===== src/rtl/jk_cmd_t_reg_pkg.sv =====
// Shared definitions for the JK-command register: command encoding,
// controller states and the per-bit JK-to-T conversion.
package jk_cmd_t_reg_pkg;

    localparam logic [1:0] JK_HOLD = 2'b00;
    localparam logic [1:0] JK_CLR  = 2'b01;
    localparam logic [1:0] JK_SET  = 2'b10;
    localparam logic [1:0] JK_TOG  = 2'b11;

    typedef enum logic {
        ST_IDLE,
        ST_ACTIVE
    } ctrl_state_t;

    // Toggle bit a T flip-flop needs so that its next state follows JK rules.
    function automatic logic jk_toggle_bit(input logic j, input logic k, input logic q);
        logic t;
        case ({j, k})
            JK_HOLD: t = 1'b0;
            JK_CLR:  t = q;
            JK_SET:  t = ~q;
            default: t = 1'b1;
        endcase
        return t;
    endfunction

endpackage


===== src/rtl/jk_cmd_t_reg_t_ff_bank.sv =====
// Bank of WIDTH T flip-flops with a common enable and synchronous
// active-low reset.
module t_ff_bank #(
    parameter int WIDTH = 8
) (
    input  logic             clk,
    input  logic             rst_n,
    input  logic             en,
    input  logic [WIDTH-1:0] t,
    output logic [WIDTH-1:0] q
);

    // NOTE: sequential state always uses non-blocking assignment so every
    // flop samples pre-edge values regardless of process ordering.
    always_ff @(posedge clk) begin
        if (!rst_n) begin
            q <= '0;
        end else if (en) begin
            q <= q ^ t;
        end
    end

endmodule


===== src/rtl/jk_cmd_t_reg.sv =====
// JK-behaviour register built on T flip-flops, fed by a small command FIFO
// with a saturating count of toggled bits.
module jk_cmd_t_reg
    import jk_cmd_t_reg_pkg::*;
#(
    parameter int WIDTH = 8,
    parameter int DEPTH = 4,
    parameter int CNT_W = 16
) (
    input  logic                   clk,
    input  logic                   rst_n,
    input  logic                   en,
    input  logic                   cmd_valid,
    output logic                   cmd_ready,
    input  logic [WIDTH-1:0]       cmd_j,
    input  logic [WIDTH-1:0]       cmd_k,
    output logic [WIDTH-1:0]       q,
    output logic [WIDTH-1:0]       t_last,
    output logic                   apply_pulse,
    output logic [CNT_W-1:0]       toggle_cnt,
    output logic [$clog2(DEPTH):0] fifo_level
);

    localparam int AW  = $clog2(DEPTH);
    localparam int LW  = AW + 1;
    localparam int PCW = $clog2(WIDTH + 1);
    localparam int SW  = ((CNT_W > PCW) ? CNT_W : PCW) + 1;
    localparam logic [CNT_W-1:0] CNT_MAX = '1;

    logic [WIDTH-1:0] mem_j [DEPTH];
    logic [WIDTH-1:0] mem_k [DEPTH];
    logic [AW-1:0]    wr_ptr;
    logic [AW-1:0]    rd_ptr;
    logic             push;
    logic             pop;
    logic [WIDTH-1:0] head_j;
    logic [WIDTH-1:0] head_k;
    logic [WIDTH-1:0] t_vec;
    logic [SW-1:0]    pop_cnt;
    logic [SW-1:0]    cnt_sum;
    logic [CNT_W-1:0] cnt_nxt;
    ctrl_state_t      state;
    ctrl_state_t      state_nxt;

    // Ready depends only on registered occupancy: no pass-through when full.
    assign cmd_ready = (fifo_level != LW'(DEPTH));
    assign push      = cmd_valid && cmd_ready;
    assign pop       = en && (fifo_level != '0);

    // NOTE: the storage array is deliberately not reset; occupancy and
    // pointers alone decide which entries are meaningful.
    always_ff @(posedge clk) begin
        if (push) begin
            mem_j[wr_ptr] <= cmd_j;
            mem_k[wr_ptr] <= cmd_k;
        end
    end

    // Pointers wrap naturally because DEPTH is a power of two.
    always_ff @(posedge clk) begin
        if (!rst_n) begin
            wr_ptr     <= '0;
            rd_ptr     <= '0;
            fifo_level <= '0;
        end else begin
            if (push) wr_ptr <= wr_ptr + AW'(1);
            if (pop)  rd_ptr <= rd_ptr + AW'(1);
            case ({push, pop})
                2'b10:   fifo_level <= fifo_level + LW'(1);
                2'b01:   fifo_level <= fifo_level - LW'(1);
                default: fifo_level <= fifo_level;
            endcase
        end
    end

    assign head_j = mem_j[rd_ptr];
    assign head_k = mem_k[rd_ptr];

    always_comb begin
        // NOTE: every combinational output gets a default first so no path
        // leaves it unassigned and no latch is inferred.
        t_vec   = '0;
        pop_cnt = '0;
        for (int i = 0; i < WIDTH; i++) begin
            t_vec[i] = jk_toggle_bit(head_j[i], head_k[i], q[i]);
            pop_cnt  = pop_cnt + SW'(t_vec[i]);
        end
        cnt_sum = SW'(toggle_cnt) + pop_cnt;
        cnt_nxt = (cnt_sum > SW'(CNT_MAX)) ? CNT_MAX : cnt_sum[CNT_W-1:0];
    end

    t_ff_bank #(
        .WIDTH (WIDTH)
    ) u_t_ff_bank (
        .clk   (clk),
        .rst_n (rst_n),
        .en    (pop),
        .t     (t_vec),
        .q     (q)
    );

    always_ff @(posedge clk) begin
        if (!rst_n) begin
            t_last      <= '0;
            apply_pulse <= 1'b0;
            toggle_cnt  <= '0;
        end else begin
            apply_pulse <= pop;
            if (pop) begin
                t_last     <= t_vec;
                toggle_cnt <= cnt_nxt;
            end
        end
    end

    // Controller state is informational; it tracks FIFO emptiness only.
    always_ff @(posedge clk) begin
        if (!rst_n) begin
            state <= ST_IDLE;
        end else begin
            state <= state_nxt;
        end
    end

    always_comb begin
        state_nxt = state;
        case (state)
            ST_IDLE:   if (push) state_nxt = ST_ACTIVE;
            ST_ACTIVE: if (pop && !push && fifo_level == LW'(1)) state_nxt = ST_IDLE;
            default:   state_nxt = ST_IDLE;
        endcase
    end

endmodule


===== config.mk =====
export PLATFORM = sky130hd
export DESIGN_NAME = jk_cmd_t_reg
export DESIGN_NICKNAME = d
export VERILOG_FILES = /design/src/rtl/jk_cmd_t_reg_pkg.sv /design/src/rtl/jk_cmd_t_reg_t_ff_bank.sv /design/src/rtl/jk_cmd_t_reg.sv
export SDC_FILE = /design/constraint.sdc
export NUM_CORES = 1
export LEC_CHECK = 0
export ABC_AREA = 1
export ABC_CLOCK_PERIOD_IN_PS = 11900
export BUFFER_PORTS_ARGS = -buffer_cell sky130_fd_sc_hd__buf_2
export CAP_MARGIN = 40
export CELL_PAD_IN_SITES_DETAIL_PLACEMENT = 1
export CELL_PAD_IN_SITES_GLOBAL_PLACEMENT = 2
export CORE_ASPECT_RATIO = 0.9
export CORE_MARGIN = 5
export CORE_UTILIZATION = 38
export CTS_BUF_LIST = sky130_fd_sc_hd__clkbuf_8 sky130_fd_sc_hd__clkbuf_16
export DETAILED_ROUTE_END_ITERATION = 7
export PLACE_DENSITY_LB_ADDON = 0.15
export SYNTH_ARGS = -nofsm -noshare
export SYNTH_HDL_FRONTEND = slang
export SYNTH_SLANG_ARGS = --single-unit

===== constraint.sdc =====
create_clock -name clk -period 11.9 [get_ports clk]
set_clock_uncertainty 0.15 [all_clocks]
set_input_delay 1.785 -clock clk [delete_from_list [all_inputs] [get_ports clk]]
set_output_delay 1.785 -clock clk [all_outputs]
set_load 0.01 [all_outputs]

==> summary.txt, run 1 <==
Cell taking the most area after synthesis = edfxtp_1
Status = finished, final reports clean
Max_slew headroom = 0.601
Mean post-synth cell area = 8.58 um^2
Synth warnings = 0
Fin crit period = 5020 ps
Starting Density = 0.390
Detail Placement HPWL = 9.44 mm
Initial antenna violation count = 0
Clock buffer count from CTS = 9
Buffers added on ports = 56
Final Power = 1.34 mW
Max-cap violations = 0
Mapped Area = 0.00499 mm^2
Hold-fix buffers, CTS = 0
Drt pass-1 iters = 4
Vias in the first global route = 4315
CORE AREA = 0.0128 mm^2
Post-CTS setup repair buffer count = 0
Ys flop type = edfxtp_1
Power per Cell Area = 233 mW/mm^2
Synth Area in Compound Gates = 0.0604
Largest family of logic cells by synthesized area = simple AND/OR/NAND/NOR gates
Post-cts repair resize count = 0
Share of layout cells above drive strength 1 = 0.153
Worst skew pair latency = 350 ps
VDD IR-drop max = 101 uV
WS Path Type = reg -> reg
Diode count = 0
Required @ worst endpoint = 12020 ps
Setup TNS = 0 ps
Area share of and/or/nand/nor cells after synthesis = 0.242
FP Rows = 39
Post-Synth XOR/XNOR Area = 0.00351
Largest net degree at the start of global routing = 41
Yosys reg bits = 106
Adder-Cell Fraction of Synth Area = 0.0516
Die X = 131 um
Die height = 119 um
WL/cell = 16.1 um
CP Launch Type = register
Worst Hold Launch = t_last[7]
Library cells used by synthesis = 29
Inst Count DP = 789
CTS clock-pin slew for the worst setup and hold paths = 70 ps
Syn nets = 619
Worst Hold End = t_last[7]
Post-synthesis mux area share = 0
Crit. End Element = register
Post-synthesis async set-or-reset flop share = 0
Slew @ Worst Pin = 598 ps
TritonCTS clock tree = yes
Pleak = 2.64 nW
First DRT Iteration DRCs = 189
DRC = 0
First-pass GRT wire length = 21.3 mm
Reg-to-reg slack, setup = 6880 ps
HP Class = reg -> reg
All-layer global routing usage = 0.175
Die Area = 0.0155 mm^2
Reg-to-reg critical path endpoint = toggle_cnt[4]
Nets@finish = 673
CP max FO = 33
Finished Layout Cells = 804
Maximum clock insertion buffer count = 2
Crit share post-route = 0.422
GPL Wtd Cong = 0.748
Seq/Total Area, Yosys = 0.554
WP data arrival = 5140 ps
Post-synth EDFFs = 64
CTS root buf = clkbuf_16
Vias = 3913
DRT Wirelength = 12.9 mm
Top cell type's share of synthesized area = 0.385
R2R cell count = 23
CTS sink cnt = 106
Io pins = 57
Area growth syn-to-layout = 15.7%
Final ANT Viol Nets = 0
Post-synthesis instance total = 582
Peak Freq = 199 MHz
Setup Viol. Count Final = 0
Vias per cell = 4.87
Congestion Overflow GR = 0
Hold Violations, Final = 0
Cells taking the most area after synthesis = edfxtp_1, dfxtp_1, nand2_1
H-tree depth = 3
Worst hold stages = 2
Final count of pins violating max slew = 0
RSZ-0062 raised after global routing = no
## cells by family (layout without fill, tap and decap cells)
| logic type | count (synthesis) | count (layout) |
|---|---|---|
| AOI/OAI and AO/OA | 58 | 58 |
| xor gates and xnor gates | 2 | 2 |
| adders and majority gates | 17 | 17 |
| buffers and inverters | 108 | 166 |
| DFF | 106 | 106 |
| and+or+nand+nor | 291 | 291 |
## layout by cell type (no fill, tap or decap), types with 2 or more instances in the layout
cell       synthesis  routed
a21oi_1           30      30
ha_1              11      11
nand2_1          212     212
buf_2             11      56
edfxtp_1          64      64
buf_4              5       3
o21ai_2            2       2
nand2_2            4       4
dfxtp_1           42      42
nor2_1            23      19
o21ai_1            2       2
buf_8              0       4
a31oi_1            3       3
o21ai_0           21      21
clkbuf_16          0       9
nor2_4             2       2
inv_2              3       3
inv_1             83      83
nor2_2             1       5
nand4_1           10      10
bufinv_16          0       2
xor2_1             2       2
nor3_1             2       2
fa_1               6       6
nand3_1           34      34
## registers in the layout, indices dropped and copies added (netlist names), named ones only
signal         count
rd_ptr             2
mem_k             32
mem_j             32
wr_ptr             2
apply_pulse        1
u_t_ff_bank.q      8
t_last             8
fifo_level         3
toggle_cnt        16
## final cells by class
type,count,area (um^2)
sequential,106,2760
fill,1531,7010
multi-input combinational,368,1790
timing repair buffer,64,374
clock inverter,6,90.1
tap,164,205
inverter,87,327
clock buffer,9,225
## worst max-delay path, cell delays in order (launching register included)
cell     delay (ps)
dfxtp_1         310
buf_4           330
inv_2           320
nand2_1         130
nand2_1          60
nand2_1          60
nand2_1          70
nand2_1          60
nand2_1          90
fa_1            520
inv_1            50
fa_1            510
fa_1            430
fa_1            410
fa_1            420
inv_1            80
nand2_1          50
nand2_1          90
nand2_2          80
nor2_4          110
nand2_2          70
nor2_2           90
nand3_2         260
o21ai_0         180
## synth_stat cells, types with 3 or more instances
cell type	n
nand3_1	34
inv_2	3
nand2_1	212
fa_1	6
buf_4	5
dfxtp_1	42
nand2_2	4
edfxtp_1	64
buf_2	11
a21oi_1	30
o21ai_0	21
a31oi_1	3
nor2_1	23
ha_1	11
clkbuf_1	3
nand4_1	10
inv_1	83
## power by group
| group | switching (mW) | internal [mW] |
|---|---|---|
| logic | 0.352 | 0.199 |
| clock network | 0.138 | 0.184 |
| registers | 0.0286 | 0.442 |
| total | 0.519 | 0.824 |
## layer usage
layer | track usage | share of wire | up-vias
li1 | - | - | 1949
met1 | 0.236 | 0.49 | 1899
met2 | 0.286 | 0.47 | 53
met3 | 0.0352 | 0.035 | 12
met4 | 0.0469 | 0.013 | 0
met5 | 0 | 0 | -
## stage by stage
step / area, um^2 / hold slack [ps] / setup WS [ps] / utilization
2_1_floorplan: 4990 / 287 / 7780 / -
3_3_place_gp: 5390 / 302 / 7070 / 0.422
3_5_place_dp: 5460 / 305 / 6880 / 0.427
4_1_cts: 5780 / 316 / 6860 / 0.452
5_1_grt: 5780 / 344 / 6500 / 0.452
6_report: 5780 / 312 / 6880 / 0.452
## worst max-delay path by stage
stage | start | endpoint | slack (ps) | cells after the start
6_report | register | toggle_cnt[4] | 6880 | 23
5_1_grt | register | toggle_cnt[4] | 6500 | 23
4_1_cts | register | toggle_cnt[4] | 6860 | 23
3_5_place_dp | register | toggle_cnt[4] | 6880 | 23
3_3_place_gp | register | toggle_cnt[4] | 7070 | 23
2_1_floorplan | register | toggle_cnt[14] | 7780 | 25
Note: power is estimated with default switching activity, not from simulation.
==> run 2: changes to the inputs <==
--- a/config.mk
+++ b/config.mk
@@ -6,14 +6,14 @@
 export NUM_CORES = 1
 export LEC_CHECK = 0
 export ABC_AREA = 1
-export ABC_CLOCK_PERIOD_IN_PS = 11900
+export ABC_CLOCK_PERIOD_IN_PS = 4870
 export BUFFER_PORTS_ARGS = -buffer_cell sky130_fd_sc_hd__buf_2
 export CAP_MARGIN = 40
 export CELL_PAD_IN_SITES_DETAIL_PLACEMENT = 1
 export CELL_PAD_IN_SITES_GLOBAL_PLACEMENT = 2
 export CORE_ASPECT_RATIO = 0.9
 export CORE_MARGIN = 5
-export CORE_UTILIZATION = 38
+export CORE_UTILIZATION = 35
 export CTS_BUF_LIST = sky130_fd_sc_hd__clkbuf_8 sky130_fd_sc_hd__clkbuf_16
 export DETAILED_ROUTE_END_ITERATION = 7
 export PLACE_DENSITY_LB_ADDON = 0.15
==> constraint.sdc (replaced) <==
create_clock -name clk -period 4.87 [get_ports clk]
set_clock_uncertainty 0.15 [all_clocks]
set_input_delay 0.7305 -clock clk [delete_from_list [all_inputs] [get_ports clk]]
set_output_delay 0.7305 -clock clk [all_outputs]
set_load 0.01 [all_outputs]
==> run 2 against run 1 <==
Register-to-register slack got worse by 6400 ps; sequential power rose by 140%; worst hold slack improved by 2.4 ps; clock-buffer cell count did not move; core utilization fell by 3.5 points; largest cell class unchanged; combinational power rose by 150%; wire length fell by 2.2%; via count rose by 0.10%.
==> summary.txt, run 2 (same netlist as run 1, synthesis figures left out) <==
HP Class = reg -> reg
Largest registers = mem_j: 32 flops, mem_k: 32 flops, toggle_cnt: 16 flops
Vias in the first global route = 3978 (-7.8%)
Fin crit period = 4440 ps (-584 ps)
H-tree depth = 3 (unchanged)
Max_slew headroom = 0.566 (-0.0345)
WS Path Type = reg -> reg
Most common cell after layout, fill and taps aside = nand2_1
Buf/Inv on CP = 3 (-1)
Worst skew pair latency = 360 ps (about the same)
Worst Hold Launch = t_last[1]
FP Rows = 41 (+5.1%)
Delay-heaviest family, CP = adder cells
Maximum clock insertion buffer count = 2 (unchanged)
CTS clock-pin slew for the worst setup and hold paths = 80 ps (about the same)
WL/cell = 15.1 um (-6.2%)
CORE AREA = 0.0140 mm^2 (+9.5%)
Detail Placement HPWL = 9.36 mm (-0.85%)
Share of layout cells above drive strength 1 = 0.159 (+0.00632)
Largest net degree at the start of global routing = 41 (unchanged)
Commonest cells after routing, fill and taps aside = nand2_1, inv_1, edfxtp_1
Setup TNS = 0 ps (unchanged)
Die X = 136 um (+3.9%)
Io pins = 57 (unchanged)
Worst hold slack = 315 ps (+2.38 ps)
Area growth syn-to-layout = 17.0%
Worst path cell trace = buf_4 -> nand2_1 -> nand3_1 -> nand2_1 -> nand2_1 -> nand2_1 -> fa_1 -> inv_1 -> fa_1 -> fa_1 -> fa_1 -> fa_1 -> inv_1 -> nand2_1 -> nand2_1 -> nand2_2 -> nor2_4 -> nand2_2 -> nor2_2 -> nand3_4 -> o21ai_0
CP peak stage delay = 490 ps (-30 ps)
CP most frequent cell = nand2_1
Peak Freq = 225 MHz (+13%)
Fill cells = 1653 (+8.0%)
First-pass GRT wire length = 20.5 mm (-3.7%)
CTS sink cnt = 106 (unchanged)
All-layer global routing usage = 0.160 (-0.0148)
Starting Density = 0.356 (-0.0340)
Congestion Overflow GR = 0 (unchanged)
DRC = 0 (unchanged)
Die Area = 0.0168 mm^2 (+7.9%)
Required @ worst endpoint = 5000 ps (-7020 ps)
Initial antenna violation count = 0 (unchanged)
Drt pass-1 iters = 4 (unchanged)
Die height = 123 um (+3.8%)
Status = finished, final reports clean
Max-cap violations = 0 (unchanged)
Hold Violations, Final = 0 (unchanged)
RSZ-0062 raised after global routing = no
Power per Cell Area = 550 mW/mm^2 (+140%)
CP Launch Type = register
Slew @ Worst Pin = 646 ps (+47.5 ps)
GPL Wtd Cong = 0.767 (+2.6%)
Crit path max-delay cell type = fa_1
Diode count = 0 (unchanged)
VDD IR-drop max = 203 uV (+100%)
Vias = 3917 (+0.10%)
Crit share post-route = 0.911 (+0.489)
Nets@finish = 678 (+0.74%)
Crit. End Element = register
CP max FO = 20 (-39%)
Clock buffer count from CTS = 9 (unchanged)
Buffers added on ports = 56 (unchanged)
Setup Viol. Count Final = 0 (unchanged)
Final ANT Viol Nets = 0 (unchanged)
Hold-fix buffers, CTS = 0 (unchanged)
Pleak = 2.67 nW (+1.0%)
First DRT Iteration DRCs = 227 (+20%)
Final count of pins violating max slew = 0 (unchanged)
TritonCTS clock tree = yes
DRT Wirelength = 12.6 mm (-2.2%)
CTS root buf = clkbuf_16
Vias per cell = 4.67 (-4.1%)
WP data arrival = 4570 ps (-570 ps)
-- run 2: cell count changes in the layout (fill, tap and decap cells not counted), sizes merged --
cell / delta
inv: +3
buf: +5
clkinv: +2
bufinv: -2
clkinvlp: -2
-- run 2: repair_timing --
action                     4_1_cts  5_1_grt
buffers inserted                 0        0
hold endpoints to repair         0        0
gates resized for setup          0        1
setup endpoints to repair        0        1
-- run 2: worst register-to-register path, cell delays in order, from the launching register on --
cell,delay (ps)
dfxtp_1,360
buf_4,260
nand2_1,90
nand3_1,90
nand2_1,60
nand2_1,70
nand2_1,90
fa_1,490
inv_1,50
fa_1,490
fa_1,430
fa_1,410
fa_1,410
inv_1,70
nand2_1,40
nand2_1,90
nand2_2,80
nor2_4,110
nand2_2,60
nor2_2,130
nand3_4,190
o21ai_0,150
-- run 2: power breakdown --
| part | leakage [nW] | internal, mW | switching [mW] |
|---|---|---|---|
| logic | 1.59 | 0.501 | 0.849 |
| clock network | 0.145 | 0.357 | 0.354 |
| registers | 0.929 | 1.08 | 0.0726 |
| total | 2.67 | 1.94 | 1.28 |
-- run 2: area by class of cell --
class,count,area [um^2],area share
multi-input combinational,368,1800,0.308
clock buffer,9,225,0.0386
sequential,106,2760,0.473
clock inverter,7,61.3,0.0105
inverter,87,327,0.0559
timing repair buffer,69,424,0.0726
tap,193,241,0.0413
-- run 2: layer usage --
| metal | GRT usage | up-vias | routed length, um |
|---|---|---|---|
| met4 | 0.0422 | 0 | 170 |
| met2 | 0.257 | 56 | 5780 |
| met5 | 0 | - | 0 |
| li1 | - | 1967 | - |
| met1 | 0.215 | 1880 | 6200 |
| met3 | 0.0435 | 14 | 486 |
-- run 2: through the flow --
step                instances   util  setup WS [ps]  power (mW)  instance area (um^2)
floorplan                 582      -            748        2.13                  4990
global placement          818  0.390            445        2.49                  5460
detailed placement        823  0.396            330        2.55                  5550
CTS                       839  0.417            326        3.28                  5830
global route              839  0.417           53.9        3.53                  5840
finish                    839  0.417            435        3.21                  5840
-- run 2: path summary, 6_finish.rpt --
path / endpoint / slack, ps / depth (start not counted)
max: toggle_cnt[4] / 430 / 21
min: t_last[1] / 310 / 2
max reg2reg: toggle_cnt[4] / 430 / 21
min reg2reg: t_last[1] / 310 / 2
